[src/rtl/btb.sv]
// btb: direct-mapped, tagged branch target buffer with saturating-counter direction prediction.
// Lookup is combinational on the fetch PC; training comes from the EX-stage branchpredict struct.
package btb_pkg;
    typedef struct packed {
        logic [63:0] pc;
        logic [63:0] target_address;
        logic        is_mispredict;
        logic        is_taken;
        logic        is_lower_16;
        logic        valid;
        logic        clear;
    } branchpredict;
endpackage

module btb import btb_pkg::*; #(
    parameter int NR_ENTRIES              = 8,
    parameter int BITS_SATURATION_COUNTER = 2,
    parameter int INDEX_OFFSET            = 2
) (
    input  logic         clk_i,
    input  logic         rst_ni,
    input  logic         flush_i,
    input  logic [63:0]  vpc_i,
    input  branchpredict branch_predict_i,
    output logic         predict_valid_o,
    output logic         predict_taken_o,
    output logic [63:0]  predict_address_o,
    output logic         predict_is_lower_16_o
);
    localparam int IB = $clog2(NR_ENTRIES);
    localparam int LO = IB + INDEX_OFFSET;
    localparam int C  = BITS_SATURATION_COUNTER;
    localparam logic [C-1:0] CNT_MAX  = '1;
    localparam logic [C-1:0] CNT_WEAK = C'(1) << (C - 1);

    logic [NR_ENTRIES-1:0] valid_q;
    logic [NR_ENTRIES-1:0] lower_16_q;
    logic [63-LO:0]        tag_q    [NR_ENTRIES];
    logic [63:0]           target_q [NR_ENTRIES];
    logic [C-1:0]          cnt_q    [NR_ENTRIES];

    logic [IB-1:0] rd_idx, wr_idx;
    logic          rd_hit, wr_hit;
    logic [C-1:0]  wr_cnt, cnt_next;
    logic          unused_bits;

    assign rd_idx = vpc_i[LO-1:INDEX_OFFSET];
    assign rd_hit = valid_q[rd_idx] && tag_q[rd_idx] == vpc_i[63:LO];

    assign predict_valid_o       = rd_hit;
    assign predict_taken_o       = rd_hit && cnt_q[rd_idx][C-1];
    assign predict_address_o     = rd_hit ? target_q[rd_idx] : '0;
    assign predict_is_lower_16_o = rd_hit && lower_16_q[rd_idx];

    assign wr_idx   = branch_predict_i.pc[LO-1:INDEX_OFFSET];
    assign wr_hit   = valid_q[wr_idx] && tag_q[wr_idx] == branch_predict_i.pc[63:LO];
    assign wr_cnt   = cnt_q[wr_idx];
    assign cnt_next = branch_predict_i.is_taken ? (wr_cnt == CNT_MAX ? wr_cnt : wr_cnt + 1'b1)
                                                : (wr_cnt == '0 ? wr_cnt : wr_cnt - 1'b1);

    // mispredict flag and sub-index PC bits are carried but play no part in the table
    assign unused_bits = ^{branch_predict_i.is_mispredict, vpc_i[INDEX_OFFSET-1:0],
                           branch_predict_i.pc[INDEX_OFFSET-1:0]};

    always_ff @(posedge clk_i or negedge rst_ni) begin
        if (!rst_ni) begin
            valid_q    <= '0;
            lower_16_q <= '0;
            for (int i = 0; i < NR_ENTRIES; i++) begin
                tag_q[i]    <= '0;
                target_q[i] <= '0;
                cnt_q[i]    <= '0;
            end
        end else if (flush_i) begin
            valid_q <= '0;
        end else if (branch_predict_i.valid) begin
            if (branch_predict_i.clear) begin
                valid_q[wr_idx] <= 1'b0;
            end else if (wr_hit) begin
                cnt_q[wr_idx] <= cnt_next;
                if (branch_predict_i.is_taken) begin
                    target_q[wr_idx]   <= branch_predict_i.target_address;
                    lower_16_q[wr_idx] <= branch_predict_i.is_lower_16;
                end
            end else if (branch_predict_i.is_taken) begin
                valid_q[wr_idx]    <= 1'b1;
                tag_q[wr_idx]      <= branch_predict_i.pc[63:LO];
                target_q[wr_idx]   <= branch_predict_i.target_address;
                lower_16_q[wr_idx] <= branch_predict_i.is_lower_16;
                cnt_q[wr_idx]      <= CNT_WEAK;
            end
        end
    end
endmodule
[config.mk]
export PLATFORM = sky130hd
export DESIGN_NAME = btb
export DESIGN_NICKNAME = d
export VERILOG_FILES = /design/src/rtl/btb.sv
export SDC_FILE = /design/constraint.sdc
export NUM_CORES = 2
export LEC_CHECK = 0
export BUFFER_PORTS_ARGS = -buffer_cell sky130_fd_sc_hd__buf_4
export CAP_MARGIN = 10
export CORE_ASPECT_RATIO = 0.7
export CORE_MARGIN = 1
export CORE_UTILIZATION = 40
export DETAILED_ROUTE_END_ITERATION = 7
export SYNTH_ARGS = -nofsm -noshare
export SYNTH_HDL_FRONTEND = slang
export SYNTH_SLANG_ARGS = --single-unit
[constraint.sdc]
create_clock -name clk_i -period 4.6 [get_ports clk_i]
set_input_delay 0.23 -clock clk_i [delete_from_list [all_inputs] [get_ports clk_i]]
set_output_delay 0.23 -clock clk_i [all_outputs]
set_load 0.05 [all_outputs]
==> flow_summary.toml <==
[power_and_ir_drop]
irDropWorstVdd_v = 0.000325
p_leak_nw = 28.5
p_per_area_mw_per_mm2 = 385

[sta]
final-hold-violation-count = 0
fin_crit_ns = 4.36
finClkSkew_ns = 0.0261
max_slew_margin = 0.281
worstMarginPinSlew_ns = 1.07
rsz0062_at_grt = "no"
setup_viol = 0
holdWs_ns = 0.146
fin_ws_ns = 0.239
max_freq_mhz = 229
final_max_slew_viol_count = 0
fin_crit_sh = 0.948
tns_ns = 0

[clock_network]
cts.sinks = 1016
cts.repair_timing.setup_buffer_count = 0
cts_root_buffer = "clkbuf_16"
clk_latency_ns = 0.73
cts_tree = "yes"
numCtsBuffers = 105
clock_path_buffers = 3
ctsHtreeMaxLevel = 3
clkTransAtPathRegs_ns = 0.06

[setup_path]
path_buf_inv = 4
critPathArrivalTime_ns = 4.13
start_kind = "flip-flop"
endpoint_kind = "primary output"
critPathTopFamily = "simple AND/OR/NAND/NOR gates"
required_ns = 4.37
cp_slowest_cell = "or4_4"
crit_type = "reg -> out"
worstPathCellList = "mux4_2, mux2i_1, xnor2_1, nor4_1, buf_4, nand4_1, or4_4, buf_12, buf_4, nor2_1, buf_4"
cp_max_fo = 24
slowest_delay_ns = 0.55
path_common_cell = "buf_4"

[run]
maxCapViolations = 0

[drt]
vias = 30800
totalWireLength_um = 145000
drc = 40
ant_nets = 0
drtIter0Drc = 2400
dr.pass1.iters = 7
wl_per_cell_um = 26.3
drt-vias-per-instance = 5.57

[synth]
ys_seq_area_frac = 0.481
synthTopCellsByArea = "dfrtp_1 48%, mux4_2 15%, mux2_4 13%, mux2_2 11%, mux2i_1 4.0%"
ys_warn_count = 0
yosysUniqueCellTypes = 62
synth-main-ff-cell = "dfrtp_1"
synth_fa_ha_area_frac = 0.000378
synth_seq_cells = 1016
async_reset_ff_frac = 1.00
syn_area_per_cell_um2 = 16.0
syn_area_mm2 = 0.0529
synth_mux_area_frac = 0.434
synth_top_area_frac = 0.481
synth.most_common_cell = "dfrtp_1"
synth-xor-area-share = 0.0172
synth_edf_count = 0
synth_cells = 3302
synthSimpleGateAreaFrac = 0.0210
synth_compound_area_frac = 0.0157
yosys.area.top_type = "dfrtp_1"
synth_fp_nets = 3502
synth_top_family_by_area = "multiplexers"
synth_common_cells = "1016 x dfrtp_1, 533 x mux2_2, 471 x mux2_4"

[place]
portBuffers = 261
hpwl_um = 92100
place_ws_ns = 0.326
place.gp.congestion = 0.834

[die]
io_pins = 267
die_w_um = 437
rows = 111
die_h_um = 306
dieArea_mm2 = 0.134
initial_core_util = 0.403
core_mm2 = 0.131

[final_layout]
utilization = 0.476
multi_input_area_mm2 = 0.0259
drive_above_1_share = 0.527
regArea_mm2 = 0.0254
syn2layout_area_growth_pct = 18.0
fillers = 11400
nets = 3884

[status]
outcome = "complete, but fails checks"
violations = "DRC"

[global_route]
grtUsageMet3 = 0.0376
grt.met2_usage = 0.323
top_usage_layer = "met1"
grt_overflow_total = 0
grt_pass1_wl_um = 221000
use_met1 = 0.340
grt_antenna_before_repair = 9
grt_max_degree = 136
grt_pass1_vias = 32200
grt_use_total = 0.219

[min_path]
hold_path_class = "in -> reg"
[final timing paths]
check	from	endpoint	slack (ns)	cells after the start
worst min-delay path	branch_predict_i[3]	valid_q[0]	0.15	4
worst max-delay path	tag_q[148]	predict_address_o[18]	0.24	11
worst max register to register	tag_q[434]	valid_q[6]	0.37	14
max in group asynchronous	rst_ni	tag_q[92]	3.03	3
min in group asynchronous	rst_ni	target_q[212]	0.17	2
worst min register to register	target_q[70]	target_q[70]	0.50	1
[cells in the final DEF, fill, tap and decap left out, types with 6 or more instances in the layout]
master | synthesis | routed
nor4_1 | 23 | 20
a22oi_1 | 7 | 7
a221oi_1 | 15 | 15
clkbuf_8 | 0 | 36
xor2_1 | 7 | 7
dlygate4sd3_1 | 0 | 131
mux2_2 | 533 | 533
nand2_4 | 0 | 6
o22ai_1 | 12 | 12
clkinv_2 | 0 | 17
inv_1 | 14 | 14
clkbuf_16 | 0 | 111
nor2_1 | 101 | 101
nand2_1 | 16 | 10
mux4_2 | 346 | 346
mux2i_1 | 209 | 208
a221o_1 | 8 | 8
nand4_1 | 18 | 18
mux2_4 | 471 | 471
clkbuf_1 | 129 | 21
a21oi_4 | 8 | 8
nand2b_1 | 8 | 8
nor3_1 | 13 | 13
dfrtp_1 | 1016 | 1016
o21ai_0 | 7 | 7
buf_4 | 7 | 381
nor2b_1 | 10 | 10
buf_12 | 0 | 47
xnor2_1 | 97 | 97
o22a_1 | 6 | 6
[stage by stage]
stage / cell area (µm²) / instances / total power [W]
after floorplan: 52900 / 3302 / 0.0137
after global placement: 57500 / 5197 / 0.0150
after detailed placement: 57500 / 5197 / 0.0151
after CTS: 62400 / 5522 / 0.0242
after global routing: 62400 / 5523 / 0.0250
final: 62400 / 5525 / 0.0240
[power breakdown]
group	leakage, nW	switching, W	total [W]	internal [W]
clock network	1.79	0.00372	0.00895	0.00523
registers	13.5	0.000752	0.0109	0.0101
logic	13.2	0.00171	0.00423	0.00253
[flip-flops by register name (all words and copies together), names as in the netlist]
| name | flops |
|---|---|
| target_q | 512 |
| valid_q | 8 |
| tag_q | 472 |
| lower_16_q | 8 |
| cnt_q | 16 |
[per-layer routing]
| metal | vias to the layer above | share of wire |
|---|---|---|
| li1 | 13300 | - |
| met1 | 16700 | 0.49 |
| met2 | 659 | 0.45 |
| met3 | 152 | 0.046 |
| met4 | 4 | 0.015 |
| met5 | - | 0.00017 |
[what timing repair did]
action	CTS	global route
endpoints found under the setup margin	0	16
gates resized for setup	0	2
endpoints found under the hold margin	1071	0
hold buffers	131	0
[cell type report]
| cell class | count | share of cell area |
|---|---|---|
| diodes | 3 | 0.000120 |
| multi-input cells | 1981 | 0.415 |
| clock inverters | 27 | 0.00443 |
| flip-flops and latches | 1016 | 0.407 |
| well taps | 1751 | 0.0351 |
| repair buffers | 566 | 0.0834 |
| inverters | 14 | 0.000842 |
| clock buffers | 167 | 0.0535 |
[worst min-delay path, stage by stage]
cell and delay, ns:
buf_4 0.20, nand2_4 0.11, a21oi_4 0.11, nand2b_1 0.16
[cell families after synthesis]
logic type | count (synthesis)
compound gates | 95
xor+xnor | 104
fa+ha+maj | 2
buf+inv | 305
flops | 1016
mux | 1560
simple gates | 220
(Power assumes the default switching activity.)
